[config.mk]
export PLATFORM = sky130hd
export DESIGN_NAME = ascon_block_packer
export DESIGN_NICKNAME = d
export VERILOG_FILES = /design/src/rtl/ascon_block_packer.sv
export SDC_FILE = /design/constraint.sdc
export NUM_CORES = 1
export LEC_CHECK = 0
export ABC_AREA = 1
export CAP_MARGIN = 0
export CORE_MARGIN = 1
export CORE_UTILIZATION = 55
export CTS_CLUSTER_SIZE = 28
export DETAILED_ROUTE_END_ITERATION = 10
export HOLD_SLACK_MARGIN = 0.15
export PLACE_DENSITY_LB_ADDON = 0.12
export SLEW_MARGIN = 20
export SYNTH_ARGS = -nofsm -noshare
export SYNTH_HDL_FRONTEND = slang
export SYNTH_SLANG_ARGS = --single-unit
[constraint.sdc]
create_clock -name clk -period 6.4 [get_ports clk]
set_input_delay 1.92 -clock clk [delete_from_list [all_inputs] [get_ports clk]]
set_output_delay 1.92 -clock clk [all_outputs]
set_load 0.05 [all_outputs]
[src/rtl/ascon_block_packer.sv]
// Byte-to-block packer for the Ascon-AEAD128 core: gathers message bytes into
// 128-bit blocks, applies 10* padding and hands each block off over valid/ready.
module ascon_block_packer #(
  parameter int BLOCK_BYTES = 16
) (
  input  logic                       clk,
  input  logic                       rst_n,
  input  logic                       in_valid,
  output logic                       in_ready,
  input  logic [7:0]                 in_data,
  input  logic                       in_last,
  input  logic                       in_empty,
  input  logic                       pad_empty,
  output logic                       out_valid,
  input  logic                       out_ready,
  output logic [8*BLOCK_BYTES-1:0]   out_block,
  output logic [4:0]                 out_nbytes,
  output logic                       out_last,
  output logic                       out_pad,
  output logic                       done
);

  localparam int BW = 8 * BLOCK_BYTES;
  localparam logic [BW-1:0] PAD_ONLY = {{(BW - 8){1'b0}}, 8'h01};
  localparam logic [4:0] LAST_IDX = 5'(BLOCK_BYTES - 1);
  localparam logic [4:0] FULL_CNT = 5'(BLOCK_BYTES);

  typedef enum logic [1:0] {
    S_FILL   = 2'd0,
    S_FULL   = 2'd1,
    S_PADBLK = 2'd2
  } state_e;

  state_e        state_q, state_d;
  logic [4:0]    count_q, count_d;
  logic [BW-1:0] block_q, block_d;
  logic [4:0]    nbytes_q, nbytes_d;
  logic          last_q, last_d;
  logic          pad_q, pad_d;
  logic          pend_pad_q, pend_pad_d;
  logic          done_q, done_d;

  logic          in_fire;
  logic          out_fire;
  logic          empty_beat;
  logic [6:0]    byte_idx;
  logic [6:0]    pad_idx;

  assign in_ready   = (state_q == S_FILL);
  assign out_valid  = (state_q == S_FULL) || (state_q == S_PADBLK);
  assign out_block  = block_q;
  assign out_nbytes = nbytes_q;
  assign out_last   = last_q;
  assign out_pad    = pad_q;
  assign done       = done_q;

  assign in_fire    = in_valid & in_ready;
  assign out_fire   = out_valid & out_ready;
  assign empty_beat = in_last & in_empty;
  // Bit offsets of the current byte slot and of the slot just after it.
  assign byte_idx   = {count_q[3:0], 3'b000};
  assign pad_idx    = {count_q[3:0] + 4'd1, 3'b000};

  always_comb begin
    state_d    = state_q;
    count_d    = count_q;
    block_d    = block_q;
    nbytes_d   = nbytes_q;
    last_d     = last_q;
    pad_d      = pad_q;
    pend_pad_d = pend_pad_q;
    done_d     = 1'b0;

    case (state_q)
      S_FILL: begin
        if (in_fire) begin
          if (empty_beat) begin
            if (count_q == 5'd0) begin
              if (pad_empty) begin
                block_d  = PAD_ONLY;
                nbytes_d = 5'd0;
                last_d   = 1'b1;
                pad_d    = 1'b1;
                state_d  = S_PADBLK;
              end else begin
                done_d = 1'b1;
              end
            end else begin
              // Close the partial block: the pad byte lands in the first free slot.
              block_d[byte_idx +: 8] = 8'h01;
              nbytes_d = count_q;
              last_d   = 1'b1;
              pad_d    = 1'b1;
              state_d  = S_FULL;
            end
          end else begin
            block_d[byte_idx +: 8] = in_data;
            count_d = count_q + 5'd1;
            if (count_q == LAST_IDX) begin
              // A message ending exactly on a block boundary needs a padding-only block.
              nbytes_d   = FULL_CNT;
              last_d     = 1'b0;
              pad_d      = 1'b0;
              pend_pad_d = in_last;
              state_d    = S_FULL;
            end else if (in_last) begin
              block_d[pad_idx +: 8] = 8'h01;
              nbytes_d = count_q + 5'd1;
              last_d   = 1'b1;
              pad_d    = 1'b1;
              state_d  = S_FULL;
            end
          end
        end
      end

      S_FULL: begin
        if (out_fire) begin
          if (pend_pad_q) begin
            pend_pad_d = 1'b0;
            block_d    = PAD_ONLY;
            nbytes_d   = 5'd0;
            last_d     = 1'b1;
            pad_d      = 1'b1;
            state_d    = S_PADBLK;
          end else begin
            done_d   = last_q;
            block_d  = '0;
            count_d  = 5'd0;
            nbytes_d = 5'd0;
            last_d   = 1'b0;
            pad_d    = 1'b0;
            state_d  = S_FILL;
          end
        end
      end

      S_PADBLK: begin
        if (out_fire) begin
          done_d     = 1'b1;
          block_d    = '0;
          count_d    = 5'd0;
          nbytes_d   = 5'd0;
          last_d     = 1'b0;
          pad_d      = 1'b0;
          pend_pad_d = 1'b0;
          state_d    = S_FILL;
        end
      end

      default: begin
        state_d = S_FILL;
      end
    endcase
  end

  always_ff @(posedge clk or negedge rst_n) begin
    if (!rst_n) begin
      state_q    <= S_FILL;
      count_q    <= 5'd0;
      block_q    <= '0;
      nbytes_q   <= 5'd0;
      last_q     <= 1'b0;
      pad_q      <= 1'b0;
      pend_pad_q <= 1'b0;
      done_q     <= 1'b0;
    end else begin
      state_q    <= state_d;
      count_q    <= count_d;
      block_q    <= block_d;
      nbytes_q   <= nbytes_d;
      last_q     <= last_d;
      pad_q      <= pad_d;
      pend_pad_q <= pend_pad_d;
      done_q     <= done_d;
    end
  end

endmodule

* Word level (Yosys, flattened, before mapping)
Cells that the tools add are included.
** Storage, ports and cells
- Bits of input ports :: 15
- Output and inout bits :: 138
- Flip-flop bits (word level) :: 143
- Word-level logic and storage cells :: 101
** Operators by class
- Add/subtract/negate cells :: 4
- Muxes and demuxes :: 58
- Reduce and logical (&&, ||, !) cells :: 12
- Shift operators :: 5
- Equality and inequality tests :: 12
- Bitwise operators :: 3
** Operator list (number)
- $mux 128 :: 8
- $bwmux 128 :: 3
- $pmux 128 s3 :: 1
- $shift 8x9->128 const A :: 2
- $shiftx 8x9->128 const A :: 2
- $shiftx 8x9->128 :: 1
- $mux 5 :: 11
- $mux 1 :: 20
- $reduce_and 5->1 :: 4
- $mux 2 :: 9
- $neg 7->9 :: 2
- $pmux 5 s3 :: 1
- $reduce_and 6->1 :: 2
- $pmux 5 s2 :: 1
- $ne 2x2->1 const B :: 4
- $ne 2x1->1 const B :: 3
- $pmux 1 s3 :: 2
- $pmux 2 s3 :: 1
- $add 5x1->5 const B :: 1
- $eq 5x4->1 const B :: 1
- $logic_not 5->1 :: 1
- $add 4x1->4 const B :: 1
- $ne 4x1->1 const B :: 1
- $ne 4x4->1 const B :: 1
- 9 further kinds :: 11

* Logic depth before layout (Yosys ltp)
Gate-level depths: netlist (run 1).
- Depth after elaboration :: 9
- Mapped depth :: 15
- Mapped depth without buffers :: 14

* Worst setup path before layout (run 1)
Ideal clock, no wire load.
- Path kind :: input port to flip-flop
- Start :: in out_ready
- End :: reg block_q[30] (netlist: out_block[30])
- Buffers on the path :: 2
- Stages on the path :: 11
- Setup time :: 0.143 ns
- Slack :: 3.154 ns
- Arrival :: 3.102 ns
- Required time :: 6.257 ns
- Cells stage by stage :: nand2_1 inv_1 o21ai_0 nor2_1 nand2_4 buf_12 nor2_2 buf_2 nand2_1 o21ai_1 a21oi_1
** Between the ends
- Longest elaborated chain between the ends :: 3
- Elaborated cells on any way between the ends :: 4
- Those cells by class :: 2 x eq/ne; 1 x bitwise; 1 x reduce/logical
** Ends and longest elaborated chain
- start: declaration :: line 15 : input logic out_ready,
- $and 1x1->1 (*) :: line 58 : assign out_fire = out_valid & out_ready;
- $ne 2x2->1 (no line)
- $reduce_and 5->1 (no line) (*)
- end signal: assignment :: line 170 : block_q <= block_d;
- end: declaration :: line 36 : logic [BW-1:0] block_q, block_d;
Mark *: on every way between the ends. The rest lies on a longest branch, timed or not.
A chain may end at the register's enable or synchronous reset.

* Final worst setup path (run 1)
- Start :: in in_last
- End :: reg block_q[83] (netlist: out_block[83])
** Between the ends
- Longest elaborated chain between the ends :: 5
- Elaborated cells on any way between the ends :: 8
- Those cells by class :: 1 x eq/ne; 5 x mux; 1 x bitwise; 1 x reduce/logical
** Ends and longest elaborated chain
- start: declaration :: line 11 : input logic in_last,
- $mux 128 :: line 106 : end else if (in_last) begin
- $mux 128 :: line 99 : if (count_q == LAST_IDX) begin
- $mux 128 :: line 77 : if (empty_beat) begin
- $mux 128 :: line 76 : if (in_fire) begin
- $pmux 128 s3 :: line 74 : case (state_q)
Several ways; a longest one is shown, not always the timed one. The select of a mux whose other input is x is not followed.

==> results of run 1 <==
layer usage:
metal | vias to the layer above | wire [um] | GRT usage
li1 | 3472 | - | -
met5 | - | 0 | 0
met2 | 377 | 10100 | 0.491
met3 | 47 | 1920 | 0.0747
met4 | 0 | 653 | 0.140
met1 | 3491 | 9500 | 0.443
layout make-up:
class	count	area [um2]	share of cell area
clock buffers	22	464	0.0483
clock inverters	9	110	0.0115
inverters	70	265	0.0276
multi-input cells	705	3420	0.356
flip-flops and latches	143	3580	0.373
well taps	176	220	0.0229
repair buffers	155	1550	0.161
worst max-delay path, delay by kind of cell:
family / cells / cell delay, ps
AND/OR/NAND/NOR: 5 / 1140
AO/OA/AOI/OAI: 2 / 160
buffers and inverters: 3 / 1620
sequential cells by signal, summed over array words and instances (netlist names):
signal      cells
state_q         2
out_nbytes      5
count_q         5
pend_pad_q      1
out_block     128
out_pad         1
done            1
placed cells by master, fill, tap and decap left out, drive strengths merged:
cell           synthesis  routed
and3                   1       1
o2111ai                2       2
nor3                  24      24
a32oi                  1       1
xor2                   1       1
clkinv                 2       5
nor4                   1       1
clkinvlp               0       3
bufinv                 0       2
o21ai                140     140
nand4                 11      11
nand2                254     254
nand3b                10      10
a31oi                  1       1
o21bai                 1       1
or2                    1       1
nand3                 31      31
clkbuf                13      22
o211ai                 7       7
ha                    11      11
o22ai                  8       8
buf                   31       4
dfrtp                143     143
nor2                  89      89
inv                   68      69
a21oi                111     111
clkdlybuf4s50          0     151
kinds of logic (layout without fill, tap and decap cells):
kind of cell             after synthesis  count (layout)
XOR/XNOR                               1               1
AO/OA/AOI/OAI                        271             271
adder cells (fa/ha/maj)               11              11
buffers and inverters                114             256
AND/OR/NAND/NOR                      422             422
flip-flops                           143             143
per-stage QoR:
step                 util  hold slack [ps]
global route        0.719              507
floorplan               -              475
global placement    0.676              466
detailed placement  0.676              473
finish              0.719              484
CTS                 0.719              487
power breakdown:
part | leakage [nW] | internal (mW) | switching, mW
Clock | 0.273 | 0.591 | 0.388
Sequential | 1.96 | 1.20 | 0.204
Combinational | 1.86 | 0.908 | 2.46
final timing paths:
kind                                           start                        end  slack [ps]  depth (start not counted)
setup / recovery                             in_last  out_block[83]$_DFFE_PN0P_        1840                         10
hold / removal             out_nbytes[3]$_DFFE_PN0P_  out_nbytes[3]$_DFFE_PN0P_         480                          2
setup reg to reg              count_q[0]$_DFFE_PN0P_  out_block[83]$_DFFE_PN0P_        2940                         13
hold reg to reg            out_nbytes[3]$_DFFE_PN0P_  out_nbytes[3]$_DFFE_PN0P_         480                          2
max in group asynchronous                      rst_n   out_block[1]$_DFFE_PN0P_        3720                          2
min in group asynchronous                      rst_n        out_pad$_DFFE_PN0P_        1590                          1
==> results.md, run 1 <==
- Starting Density: 0.567
- LEAKAGE: 4.09 nW
- Setup ws final: ~1800 ps
- Largest area contributor in the netlist: dfrtp_1
- Top-count cell post-synth: nand2_1
- Area of the mapped netlist: 7570 um2
- Post-Synth Adder-Cell Area: 0.0182
- # Max-Cap Violations: 0
- Post-DP HPWL: 14,800 um
- Die area: 14,200 um2
- Clock Sinks: 143
- Global route overflow: 0
- Core Footprint: around 13,000 um2
- Crit path max fanout: 44
- Vias post-DR: 7,387
- Worst setup path category: in2reg
- Final critical-path required period: 4560 ps
- Drc violations: 0
- Placed insts: 1,249
- Worst-path clk slew: 60 ps
- Asr flop ratio synth: 1.00
- Yosys warnings: 0
- First-pass GRT wire length: 35,400 um
- Unrepaired setup endpoints after global routing: false
- H-tree Lvls: 4
- WL final: 22,200 um
- Die Wd: 119 um
- Synthesized net count: approximately 1,000
- Commonest cells post-synth: 248 x nand2_1, 143 x dfrtp_1, 111 x a21oi_1, 95 x o21ai_0, 69 x nor2_1
- EDFF count, synth: 0
- Slowest-stage cell, CP: inv_2
- Final net count: between 1k and 1.5k
- Routed Antenna Nets: 0
- Sum Neg Setup Slack: 0 ps
- Yosys cell types: 37
- Aggregate global-route resource usage: 0.323
- Clock root cell: clkbuf_16
- Simple-Gate Fraction of Synth Area: 0.245
- Required time of the critical path: 6710 ps
- Outcome: finished clean
- Compound-Gate Fraction of Synth Area: 0.185
- Synth Register Bits: between 100 and 150
- Layout area overhead: 26.8%
- Port Buffers: approximately 150
- Worst Setup Start Kind: input pin
- Vias in the first global route: about 6.7k
- Initial antenna violation count: 0
- Vias per cell: 5.77
- Max clock buf depth: 2
- Hold Path Class: reg2reg
- # IOs: about 150
- Placed Area: 9030 um2
- # resized after CTS: 0
- Die Y-Extent: roughly 120 um
- Register area share after synthesis: 0.472
- # fillers: 1,080
- Largest family of logic cells by synthesized area: simple AND/OR/NAND/NOR gates
- Syn avg cell area: 7.87 um2
- First-pass DRT Iterations: 5
- Peak Freq: 219 MHz
- Post-synthesis xor/xnor area fraction: 0.00363
- Leading register cell type out of synthesis: dfrtp_1
- Cell mode on critical path: nand2_1
- Hold_buf cts: 0
- Layout Skew: between 9 and 10 ps
- TritonCTS buffer count: 17
- Critical Path AT: 4870 ps
- Cell area power density: approximately 600 nW/um2
- CTS tree: built
- Starting DRT DRC Count: 694
- Final instance area: 9600 um2
- Power Total: 5.75 mW
- Worst-Margin Slew: 867 ps
- Cells after Synth: just under 1k
- Pin count of the biggest net entering global routing: between 90 and 100
- Critical Path Sink Type: flip-flop
- Synth area leaders: dfrtp_1 47%, nand2_1 12%, a21oi_1 7.3%, o21ai_0 6.3%, nor2_1 3.4%
- Post-CTS Setup Bufs: 0
- Clock latency at the later pin of the worst-skew pair: 440 ps
- Layout Cells excl Fill: 1,280
- Crit-path cells: clkdlybuf4s50_1 > nand2_1 > nor2_8 > nand2_2 > nand2_4 > inv_2 > buf_4 > nand2_1 > o21ai_0 > a21oi_1
- Fin crit share: 0.713
- Num rows: 42
- Final Wtd Congestion: 0.962
- Max-slew violations: 0
- # setup viols final: 0
- Max incr delay on CP: 630 ps
- Share of layout cells above drive strength 1: 0.0625
- Worst slew margin: 0.422
- Post-synthesis mux area share: 0
- WL per Instance: 17.3 um
- Place WS: 1480 ps
- Yosys top cell area share: 0.472
- Diodes inserted: 0
- Max VDD drop: approximately 360 uV
- Final Hold Violating Endpoints: 0
Note: power is estimated with default switching activity, not from simulation.
==> inputs of run 2 (changes only) <==
--- a/config.mk
+++ b/config.mk
@@ -8,7 +8,7 @@
 export ABC_AREA = 1
 export CAP_MARGIN = 0
 export CORE_MARGIN = 1
-export CORE_UTILIZATION = 55
+export CORE_UTILIZATION = 52
 export CTS_CLUSTER_SIZE = 28
 export DETAILED_ROUTE_END_ITERATION = 10
 export HOLD_SLACK_MARGIN = 0.15
==> constraint.sdc (replaced) <==
create_clock -name clk -period 4.6 [get_ports clk]
set_input_delay 1.38 -clock clk [delete_from_list [all_inputs] [get_ports clk]]
set_output_delay 1.38 -clock clk [all_outputs]
set_load 0.05 [all_outputs]
==> run 2 against run 1 <==
Highest routed layer unchanged; clock skew grew 2.2 ps; critical endpoint is now out_block[40]$_DFFE_PN0P_; combinational power increased by 39%; non-clock buffer count increased by 5; critical path type unchanged; utilization is 3.0 points lower; register-to-register slack worse by 1700 ps.
==> results.md, run 2 (synthesis gave the netlist of run 1 again) <==
- WL met1: 9710 um (+2.1%)
- Clock Sinks: 143 (unchanged)
- Commonest non-fill, non-tap cell in the layout: nand2_1
- Unrepaired setup endpoints after global routing: false
- Pin count of the biggest net entering global routing: 76 (-23%)
- Vias in the first global route: 6,852 (+2.0%)
- Worst Setup SP: out_ready
- Sum Neg Setup Slack: 0 ps (unchanged)
- Max incr delay on CP: 520 ps (-110 ps)
- First-pass GRT wire length: 35,200 um (-0.62%)
- Critical Path Sink Type: flip-flop
- Final instance area: 9680 um2 (+0.77%)
- Cell area power density: 832 nW/um2 (+39%)
- Worst-Margin Slew: 835 ps (-31.9 ps)
- Final net count: 1,123 (+0.45%)
- H-tree Lvls: 4 (unchanged)
- Outcome: finished clean
- Hold path endpoint: out_nbytes[4]$_DFFE_PN0P_
- Final Hold Violating Endpoints: 0 (unchanged)
- Worst slew margin: 0.441 (+0.0192)
- Worst R2R Setup Slack: 1290 ps (-1650 ps)
- Hold Path Class: reg2reg
- Worst-path clk slew: 60 ps (about the same)
- Min-delay src: out_nbytes[4]$_DFFE_PN0P_
- CTS tree: built
- Routed length on met3: 1840 um (-4.4%)
- Final Wtd Congestion: 0.939 (-2.4%)
- Max FFs per register: 128 (unchanged)
- Starting Density: 0.539 (-0.0281)
- Routed Antenna Nets: 0 (unchanged)
- R2R depth: 10 (-3)
- Die Wd: 123 um (+2.8%)
- Crit path max fanout: 30 (-32%)
- Crit-path cells: clkdlybuf4s50_1 > nand2_1 > inv_1 > o21ai_0 > nor2_1 > nand2_4 > inv_2 > nand2_2 > nand3b_1 > o21ai_1
- R2r startpoint: count_q[0]$_DFFE_PN0P_
- Hold_buf cts: 0 (unchanged)
- Post-CTS Setup Bufs: 0 (unchanged)
- Most frequent cells in the layout: 248 x nand2_1, 151 x clkdlybuf4s50_1, 143 x dfrtp_1
- Post-DP HPWL: 15,000 um (+1.3%)
- Die Y-Extent: 123 um (+2.8%)
- WL per Instance: 17.3 um (about the same)
- Required time of the critical path: 4910 ps (-1800 ps)
- Num rows: 43 (+2.4%)
- Starting DRT DRC Count: 639 (-7.9%)
- Diodes inserted: 0 (unchanged)
- Initial antenna violation count: 0 (unchanged)
- Layout area overhead: 27.7%
- First-pass DRT Iterations: 5 (unchanged)
- WL final: 22,300 um (+0.62%)
- Place WS: 685 ps (-794 ps)
- Cell depth of the worst hold path: 2 (unchanged)
- Die area: 15,100 um2 (+5.7%)
- # setup viols final: 0 (unchanged)
- Critical Path AT: 3890 ps (-980 ps)
- Aggregate global-route resource usage: 0.309 (-0.0142)
- # IOs: 153 (unchanged)
- # Max-Cap Violations: 0 (unchanged)
- Layout Skew: 12.2 ps (+2.16 ps)
- Max-slew violations: 0 (unchanged)
- Vias per cell: 5.75 (-0.45%)
- Clock root cell: clkbuf_16
- Fin crit share: 0.778
- Worst r2r dst: out_block[126]$_DFFE_PN0P_
- Global route overflow: 0 (unchanged)
- Wire length on met2: 10,200 um (+0.75%)
- Port Buffers: 152 (unchanged)
- Peak Freq: 279 MHz
- LEAKAGE: 4.13 nW (+0.92%)
- Slowest-stage cell, CP: clkdlybuf4s50_1
- Top layer in use: met4
- Setup ws final: 1020 ps (-816 ps)
- Placed Area: 9090 um2 (+0.75%)
- Vias post-DR: 7,400 (+0.18%)
- Clock latency at the later pin of the worst-skew pair: 430 ps (about the same)
- Share of layout cells above drive strength 1: 0.0677 (+0.00519)
- Drc violations: 0 (unchanged)
- Max clock buf depth: 2 (unchanged)
- Final critical-path required period: 3580 ps
- TritonCTS buffer count: 17 (unchanged)
- Worst Setup Start Kind: input pin
- Max VDD drop: 577 uV (+60%)
- # resized after CTS: 0 (unchanged)
- Core Footprint: 14,000 um2 (+5.2%)
- Worst setup path category: in2reg
==> run 2: cell types whose count changed in the layout (fill, tap and decap cells not counted), sizes merged <==
| cell | change |
|---|---|
| clkbuf | -1 |
| buf | +5 |
==> run 2: worst max path at each step <==
stage	endpoint	cells past startpoint
floorplan	out_block[30]$_DFFE_PN0P_	11
finish	out_block[40]$_DFFE_PN0P_	10
detailed placement	out_block[32]$_DFFE_PN0P_	10
global placement	out_block[32]$_DFFE_PN0P_	10
CTS	out_block[40]$_DFFE_PN0P_	10
global route	out_block[40]$_DFFE_PN0P_	10
==> run 2: through the flow <==
step / instances / power, mW / hold WS, ps / utilization
4_1_cts: 1288 / 8.01 / 494 / 0.689
5_1_grt: 1288 / 8.47 / 522 / 0.689
3_5_place_dp: 1258 / 6.62 / 478 / 0.648
2_1_floorplan: 962 / 5.30 / 475 / -
6_report: 1288 / 8.05 / 490 / 0.689
3_3_place_gp: 1258 / 6.59 / 473 / 0.648
==> run 2: cell type report <==
type                       count  area, um2
fill                        1180       4370
clock buffer                  21        470
tap                          180        225
inverter                      70        265
sequential                   143       3580
multi-input combinational    705       3420
clock inverter                 9        110
timing repair buffer         160       1610
==> run 2: layer usage <==
layer,GRT usage,vias to the layer above
li1,-,3487
met1,0.427,3522
met2,0.474,342
met3,0.0613,49
met4,0.127,0
met5,0,-
==> run 2: power by group <==
group | total [mW] | internal, mW | switching (mW)
clock network | 1.37 | 0.835 | 0.536
logic | 4.70 | 1.31 | 3.40
registers | 1.97 | 1.68 | 0.296
==> run 2: critical path: cells and delay by family <==
kind	cells	cell delay (ps)
buffers and inverters	3	1120
AO/OA/AOI/OAI	2	200
AND/OR/NAND/NOR	5	1160
